<file path="src/rtl/rom_burst_reader.sv">
// Burst reader for the 64x16 constant ROM: fetches consecutive words and streams them
// in address order through a small FIFO that hides the one-cycle ROM read latency.
module rom_burst_reader #(
   parameter int FIFO_DEPTH = 4,
   parameter int LEN_W      = 7
) (
   input  logic             CLK,
   input  logic             rst_n,
   input  logic             start,
   input  logic [5:0]       base_addr,
   input  logic [LEN_W-1:0] word_cnt,
   output logic             rom_CEN,
   output logic [5:0]       rom_A,
   input  logic [15:0]      rom_Q,
   output logic [15:0]      dout,
   output logic             dout_valid,
   input  logic             dout_ready,
   output logic             busy,
   output logic             done
);

   localparam int PW = (FIFO_DEPTH > 1) ? $clog2(FIFO_DEPTH) : 1;
   localparam int CW = $clog2(FIFO_DEPTH + 1) + 1;

   typedef enum logic [1:0] {
      ST_IDLE  = 2'd0,
      ST_FETCH = 2'd1,
      ST_DRAIN = 2'd2
   } state_t;

   state_t           state_r;
   logic [5:0]       addr_r;
   logic [LEN_W-1:0] issue_left_r;
   logic [LEN_W-1:0] out_left_r;
   logic [15:0]      fifo_mem_r [FIFO_DEPTH];
   logic [PW-1:0]    wr_ptr_r;
   logic [PW-1:0]    rd_ptr_r;
   logic [CW-1:0]    count_r;
   logic [1:0]       inflight_r;
   logic             cap_r;

   logic             accept_s;
   logic             room_s;
   logic             issue_s;
   logic             push_s;
   logic             pop_s;
   logic [5:0]       issue_addr_s;
   logic [LEN_W-1:0] issue_left_nxt_s;
   logic [PW-1:0]    rd_ptr_nxt_s;
   logic [CW-1:0]    count_nxt_s;
   logic [15:0]      head_nxt_s;

   function automatic logic [PW-1:0] ptr_inc(input logic [PW-1:0] p);
      if (p == PW'(FIFO_DEPTH - 1)) begin
         return {PW{1'b0}};
      end else begin
         return p + PW'(1'b1);
      end
   endfunction

   // Issue decision and next FIFO head; credit uses registered occupancy plus reads in flight
   always_comb begin
      accept_s     = (state_r == ST_IDLE) && start && (word_cnt != {LEN_W{1'b0}});
      room_s       = (count_r + CW'(inflight_r)) < CW'(FIFO_DEPTH);
      issue_s      = room_s && (accept_s ||
                     ((state_r == ST_FETCH) && (issue_left_r != {LEN_W{1'b0}})));
      issue_addr_s = accept_s ? base_addr : addr_r;
      if (accept_s) begin
         issue_left_nxt_s = word_cnt - LEN_W'(issue_s);
      end else if (issue_s) begin
         issue_left_nxt_s = issue_left_r - LEN_W'(1'b1);
      end else begin
         issue_left_nxt_s = issue_left_r;
      end
      push_s       = cap_r;
      pop_s        = dout_valid && dout_ready;
      rd_ptr_nxt_s = pop_s ? ptr_inc(rd_ptr_r) : rd_ptr_r;
      count_nxt_s  = count_r + CW'(push_s) - CW'(pop_s);
      if (push_s && ((count_r - CW'(pop_s)) == {CW{1'b0}})) begin
         head_nxt_s = rom_Q;
      end else begin
         head_nxt_s = fifo_mem_r[rd_ptr_nxt_s];
      end
   end

   // Burst control FSM driving the ROM port, busy and done
   always_ff @(posedge CLK or negedge rst_n) begin
      if (!rst_n) begin
         state_r      <= ST_IDLE;
         addr_r       <= 6'd0;
         issue_left_r <= {LEN_W{1'b0}};
         out_left_r   <= {LEN_W{1'b0}};
         rom_CEN      <= 1'b1;
         rom_A        <= 6'd0;
         busy         <= 1'b0;
         done         <= 1'b0;
      end else begin
         done         <= 1'b0;
         rom_CEN      <= ~issue_s;
         issue_left_r <= issue_left_nxt_s;
         if (issue_s) begin
            rom_A  <= issue_addr_s;
            addr_r <= issue_addr_s + 6'd1;
         end
         case (state_r)
            ST_IDLE: begin
               if (accept_s) begin
                  busy       <= 1'b1;
                  out_left_r <= word_cnt;
                  state_r    <= (issue_left_nxt_s == {LEN_W{1'b0}}) ? ST_DRAIN : ST_FETCH;
               end
            end
            ST_FETCH: begin
               if (pop_s) begin
                  out_left_r <= out_left_r - LEN_W'(1'b1);
               end
               if (issue_left_nxt_s == {LEN_W{1'b0}}) begin
                  state_r <= ST_DRAIN;
               end
            end
            ST_DRAIN: begin
               // The final pop ends the burst; done and busy change together on the next cycle
               if (pop_s) begin
                  out_left_r <= out_left_r - LEN_W'(1'b1);
                  if (out_left_r == LEN_W'(1'b1)) begin
                     state_r <= ST_IDLE;
                     busy    <= 1'b0;
                     done    <= 1'b1;
                  end
               end
            end
            default: begin
               state_r <= ST_IDLE;
               busy    <= 1'b0;
            end
         endcase
      end
   end

   // Read-data capture, FIFO storage and the registered stream head
   always_ff @(posedge CLK or negedge rst_n) begin
      if (!rst_n) begin
         for (int i = 0; i < FIFO_DEPTH; i++) begin
            fifo_mem_r[i] <= 16'h0000;
         end
         wr_ptr_r   <= {PW{1'b0}};
         rd_ptr_r   <= {PW{1'b0}};
         count_r    <= {CW{1'b0}};
         inflight_r <= 2'd0;
         cap_r      <= 1'b0;
         dout       <= 16'h0000;
         dout_valid <= 1'b0;
      end else begin
         cap_r      <= ~rom_CEN;
         inflight_r <= inflight_r + 2'(issue_s) - 2'(push_s);
         if (push_s) begin
            fifo_mem_r[wr_ptr_r] <= rom_Q;
            wr_ptr_r             <= ptr_inc(wr_ptr_r);
         end
         rd_ptr_r   <= rd_ptr_nxt_s;
         count_r    <= count_nxt_s;
         dout_valid <= (count_nxt_s != {CW{1'b0}});
         if (count_nxt_s != {CW{1'b0}}) begin
            dout <= head_nxt_s;
         end
      end
   end

endmodule

</file>
<file path="config.mk">
export PLATFORM = sky130hd
export DESIGN_NAME = rom_burst_reader
export DESIGN_NICKNAME = d
export VERILOG_FILES = /design/src/rtl/rom_burst_reader.sv
export SDC_FILE = /design/constraint.sdc
export NUM_CORES = 1
export LEC_CHECK = 0
export ABC_AREA = 0
export CORE_ASPECT_RATIO = 0.75
export CORE_MARGIN = 8
export CORE_UTILIZATION = 40
export DETAILED_ROUTE_END_ITERATION = 8
export GPL_TIMING_DRIVEN = 0
export PLACE_DENSITY = 0.6
export REMOVE_ABC_BUFFERS = 1
export SYNTH_ARGS = -nofsm -noshare
export SYNTH_HDL_FRONTEND = slang
export SYNTH_SLANG_ARGS = --single-unit
</file>
<file path="constraint.sdc">
create_clock -name CLK -period 3.28 [get_ports CLK]
set_clock_uncertainty 0.15 [all_clocks]
set_input_delay 0.656 -clock CLK [delete_from_list [all_inputs] [get_ports CLK]]
set_output_delay 0.656 -clock CLK [all_outputs]
set_load 0.1 [all_outputs]
</file>
==> key figures <==
Status
  • Status: complete, no violations

Cells and area
  • Final non-filler cell area: 0.00792 sq mm
  • Number of diodes: 0
  • Number of nets in the layout: 690
  • Area of combinational cells with multiple inputs: 0.00312 sq mm
  • Post-synthesis to final-layout area growth: 27.0%
  • Share of layout cells above drive strength 1: 22.5%
  • Filler Cell Count: 1360
  • Core Util, Final: 52.0%
  • Total area of sequential cells: 0.00308 sq mm

Synthesis
  • Adder-Cell Fraction of Synth Area: 4.94%
  • Combinational family with the most area after synthesis: multiplexers
  • Share of cell area taken by muxes after synthesis: 15.8%
  • Sequential-to-total area share from yosys stat: 49.4%
  • Simple-gate share of the synthesized area: 9.64%
  • EDFF count, synth: 0
  • Commonest register cell after synthesis: sky130_fd_sc_hd__dfrtp_1
  • Area share of xor/xnor cells in the synthesized design: 1.83%
  • Combined area of all synthesized cells: 0.00623 sq mm
  • Number of distinct library cells after synthesis: 57
  • Synth Area in Compound Gates: 14.6%
  • Count of synthesis-stage warnings from yosys: 0
  • Post-Synthesis Cells: 569
  • Fraction of registers with async set or reset after synthesis: 100%
  • Average footprint of a synthesized cell: 11.0 sq um
  • Register bit count reported by yosys: 123

Die
  • I/O pins: 59
  • Width of the die: 160 um
  • Die outline area: 0.0199 sq mm
  • Starting density of the core: 40.9%
  • Count of standard-cell rows: 39
  • Vertical die dimension: 124 um
  • Core ar.: 0.0152 sq mm

Global route
  • Global routing usage on met1: 20.2%
  • Met3 demand-to-capacity share in global routing: 3.73%
  • Global routing met2 resource utilization: 23.6%
  • Number of antenna violations at the first check in global routing: 0
  • Routing layer with the top usage in global route: met2
  • Pin count of the biggest net entering global routing: 76
  • GRT overflow: 0
  • Via count of the first global-routing pass: 4563
  • Global-route wire length before repair: 24000 um
  • Overall fraction of global-route tracks in use: 15.2%

Worst setup path
  • Largest fanout on the critical path: 8
  • Required time at the endpoint of the critical path: 3420 ps
  • Crit Path Category: in -> reg
  • Element type at the critical path end: flop
  • Worst r2r path cells: 11
  • Signal arrival time at the worst endpoint: 3300 ps
  • Element type at the critical path start: input pin

Place
  • Total cell area at the placement stage: 0.00707 sq mm
  • HPWL Detailed: 9030 um
  • Number of input and output port buffers inserted: 58
  • Global placement routability congestion: 0.785

CTS
  • Clk sink count: 123
  • Num CTS Buffers: 17
  • Library cell used as clock root buffer: sky130_fd_sc_hd__clkbuf_16
  • Clock H-tree levels: 4
  • Post-CTS clock slew at the launch and capture registers of the worst setup and hold paths: 60 ps
  • CTS tree: done
  • CTS max path bufs: 2
  • Worst skew pair latency: 410 ps

STA
  • Endpoints failing hold: 0
  • Slew at the pin with the worst max-slew slack: 983 ps
  • Final Critical Period: 3150 ps
  • Final setup violation count: 0
  • RSZ-0062 raised after global routing: yes
  • Remaining max-slew budget at the tightest pin: 34.3%
  • Count of final max-slew check failures: 0
  • Highest clock frequency the design can meet: 317 MHz
  • Part of the cycle the worst path needs: 96.1%
  • Worst-case hold slack: 32.9 ps

Detailed routing
  • Detailed router's first-iteration violation count: 319
  • Ratio of routed vias to standard cells: 5.43
  • Detailed-route wire length: 15000 um
  • Count of nets left with antenna violations after detail routing: 0
  • Drc violations: 0
  • Total via count after detailed routing: 4616
  • Number of detailed-routing iterations run before antenna repair: 4
  • Routed wirelength normalized by instance count: 17.6 um

Run
  • Max-cap viol count: 0

Min path
  • Path type of the worst min-delay path: in -> async
[cell families (layout without fill, tap and decap cells)]
| logic type | count (synthesis) | count (layout) |
|---|---|---|
| AND/OR/NAND/NOR | 118 | 122 |
| adder cells (fa/ha/maj) | 24 | 24 |
| buffers and inverters | 57 | 128 |
| XOR/XNOR | 13 | 13 |
| multiplexers | 90 | 90 |
| AO/OA/AOI/OAI | 144 | 145 |
| flip-flops | 123 | 123 |
[synthesized netlist by cell type (2+ instances only)]
master / count / area (sq um)
sky130_fd_sc_hd__xor2_1: 5 / 43.8
sky130_fd_sc_hd__nor4_1: 2 / 12.5
sky130_fd_sc_hd__or4_1: 2 / 15.0
sky130_fd_sc_hd__or3_1: 4 / 25.0
sky130_fd_sc_hd__nor3b_1: 2 / 15.0
sky130_fd_sc_hd__nand2_1: 37 / 139
sky130_fd_sc_hd__ha_1: 23 / 288
sky130_fd_sc_hd__nand3_1: 7 / 35.0
sky130_fd_sc_hd__o21ai_1: 4 / 20.0
sky130_fd_sc_hd__o21ai_0: 18 / 90.1
sky130_fd_sc_hd__buf_2: 5 / 25.0
sky130_fd_sc_hd__o21a_1: 4 / 30.0
sky130_fd_sc_hd__nor3_1: 6 / 30.0
sky130_fd_sc_hd__mux2_2: 65 / 732
sky130_fd_sc_hd__nor2_1: 27 / 101
sky130_fd_sc_hd__o32ai_1: 2 / 17.5
sky130_fd_sc_hd__nand2b_1: 3 / 18.8
sky130_fd_sc_hd__a211oi_1: 33 / 248
sky130_fd_sc_hd__o211ai_1: 5 / 37.5
sky130_fd_sc_hd__o311ai_0: 2 / 17.5
sky130_fd_sc_hd__inv_1: 27 / 101
sky130_fd_sc_hd__xnor2_1: 8 / 70.1
sky130_fd_sc_hd__nand4_1: 3 / 18.8
sky130_fd_sc_hd__nor2b_1: 17 / 106
sky130_fd_sc_hd__dfrtp_1: 122 / 3050
sky130_fd_sc_hd__a21o_1: 3 / 22.5
sky130_fd_sc_hd__a21oi_1: 58 / 290
sky130_fd_sc_hd__o22a_1: 2 / 17.5
sky130_fd_sc_hd__clkbuf_1: 21 / 78.8
sky130_fd_sc_hd__a31oi_1: 2 / 12.5
sky130_fd_sc_hd__mux2i_1: 24 / 240
[final timing paths]
kind,startpoint,endpoint,slack (ps)
min reg2reg,rom_CEN,cap_r,290
min,rst_n,rom_A[3],30
min in group CLK,rom_CEN,cap_r,290
max reg2reg,count_r[1],state_r[0],200
max,dout_ready,dout[13],130
max in group asynchronous,rst_n,dout[4],2200
[what timing repair did]
item / in CTS / in global routing
resized for setup: 8 / 29
setup endpoints to repair: 32 / 22
pin swaps: 2 / 8
buffers inserted: 2 / 4
gates cloned: 3 / 2
hold buffers: 0 / 0
[worst max-delay path: stages]
cell and delay [ps]:
sky130_fd_sc_hd__clkdlybuf4s50_1 510, sky130_fd_sc_hd__nand2_4 80, sky130_fd_sc_hd__inv_1 90, sky130_fd_sc_hd__ha_1 230, sky130_fd_sc_hd__inv_1 60, sky130_fd_sc_hd__ha_1 160
sky130_fd_sc_hd__inv_1 60, sky130_fd_sc_hd__fa_2 530, sky130_fd_sc_hd__inv_2 90, sky130_fd_sc_hd__or4_4 660, sky130_fd_sc_hd__nor2_1 130, sky130_fd_sc_hd__a21oi_1 50
[state kept, by name, summed over array words and instances, names as in the netlist]
signal,count
rd_ptr_r,2
inflight_r,2
rom_CEN,1
done,1
wr_ptr_r,2
cap_r,1
addr_r,6
busy,1
rom_A,6
dout,16
dout_valid,1
count_r,4
state_r,2
fifo_mem_r,64
out_left_r,7
issue_left_r,7
[per-layer routing]
layer | wire (um) | part of all wire (%)
met5 | 0 | 0
met4 | 152 | 1.0
met3 | 639 | 4.3
met2 | 7010 | 47
met1 | 7170 | 48
[final cells by class]
class,instances,area share [%]
Clock buffer,20,5.64
Clock inverter,11,2.15
Inverter,28,1.33
Multi-Input combinational cell,394,39.5
Sequential cell,123,38.9
Tap cell,205,3.24
Timing Repair Buffer,69,9.25
[per-stage QoR]
| stage | setup TNS [ps] | cells | worst slack, ps |
|---|---|---|---|
| after floorplan | -22590 | 540 | -1330 |
| after global placement | -494340 | 803 | -3550 |
| after detailed placement | -30720 | 808 | -1250 |
| after CTS | 0 | 844 | 6.59 |
| after global routing | -6.43 | 850 | -6.43 |
| final | 0 | 850 | 126 |
[cells in the final DEF, fill, tap and decap left out, drive strengths merged, types with 5 or more instances in the layout]
| master | instances |
|---|---|
| clkdlybuf4s50 | 54 |
| nand2 | 37 |
| inv | 28 |
| clkbuf | 20 |
| or4 | 6 |
| o21ai | 22 |
| nor2b | 17 |
| xor2 | 5 |
| buf | 12 |
| mux2 | 66 |
| dfrtp | 122 |
| xnor2 | 8 |
| a211oi | 33 |
| nand3 | 7 |
| mux2i | 24 |
| nor2 | 27 |
| o211ai | 5 |
| ha | 23 |
| a21oi | 59 |
| nor3 | 7 |
Power is left out: the tool's default activity adds up to more than one toggle a clock period on the data nets, which glitch-free logic cannot reach.
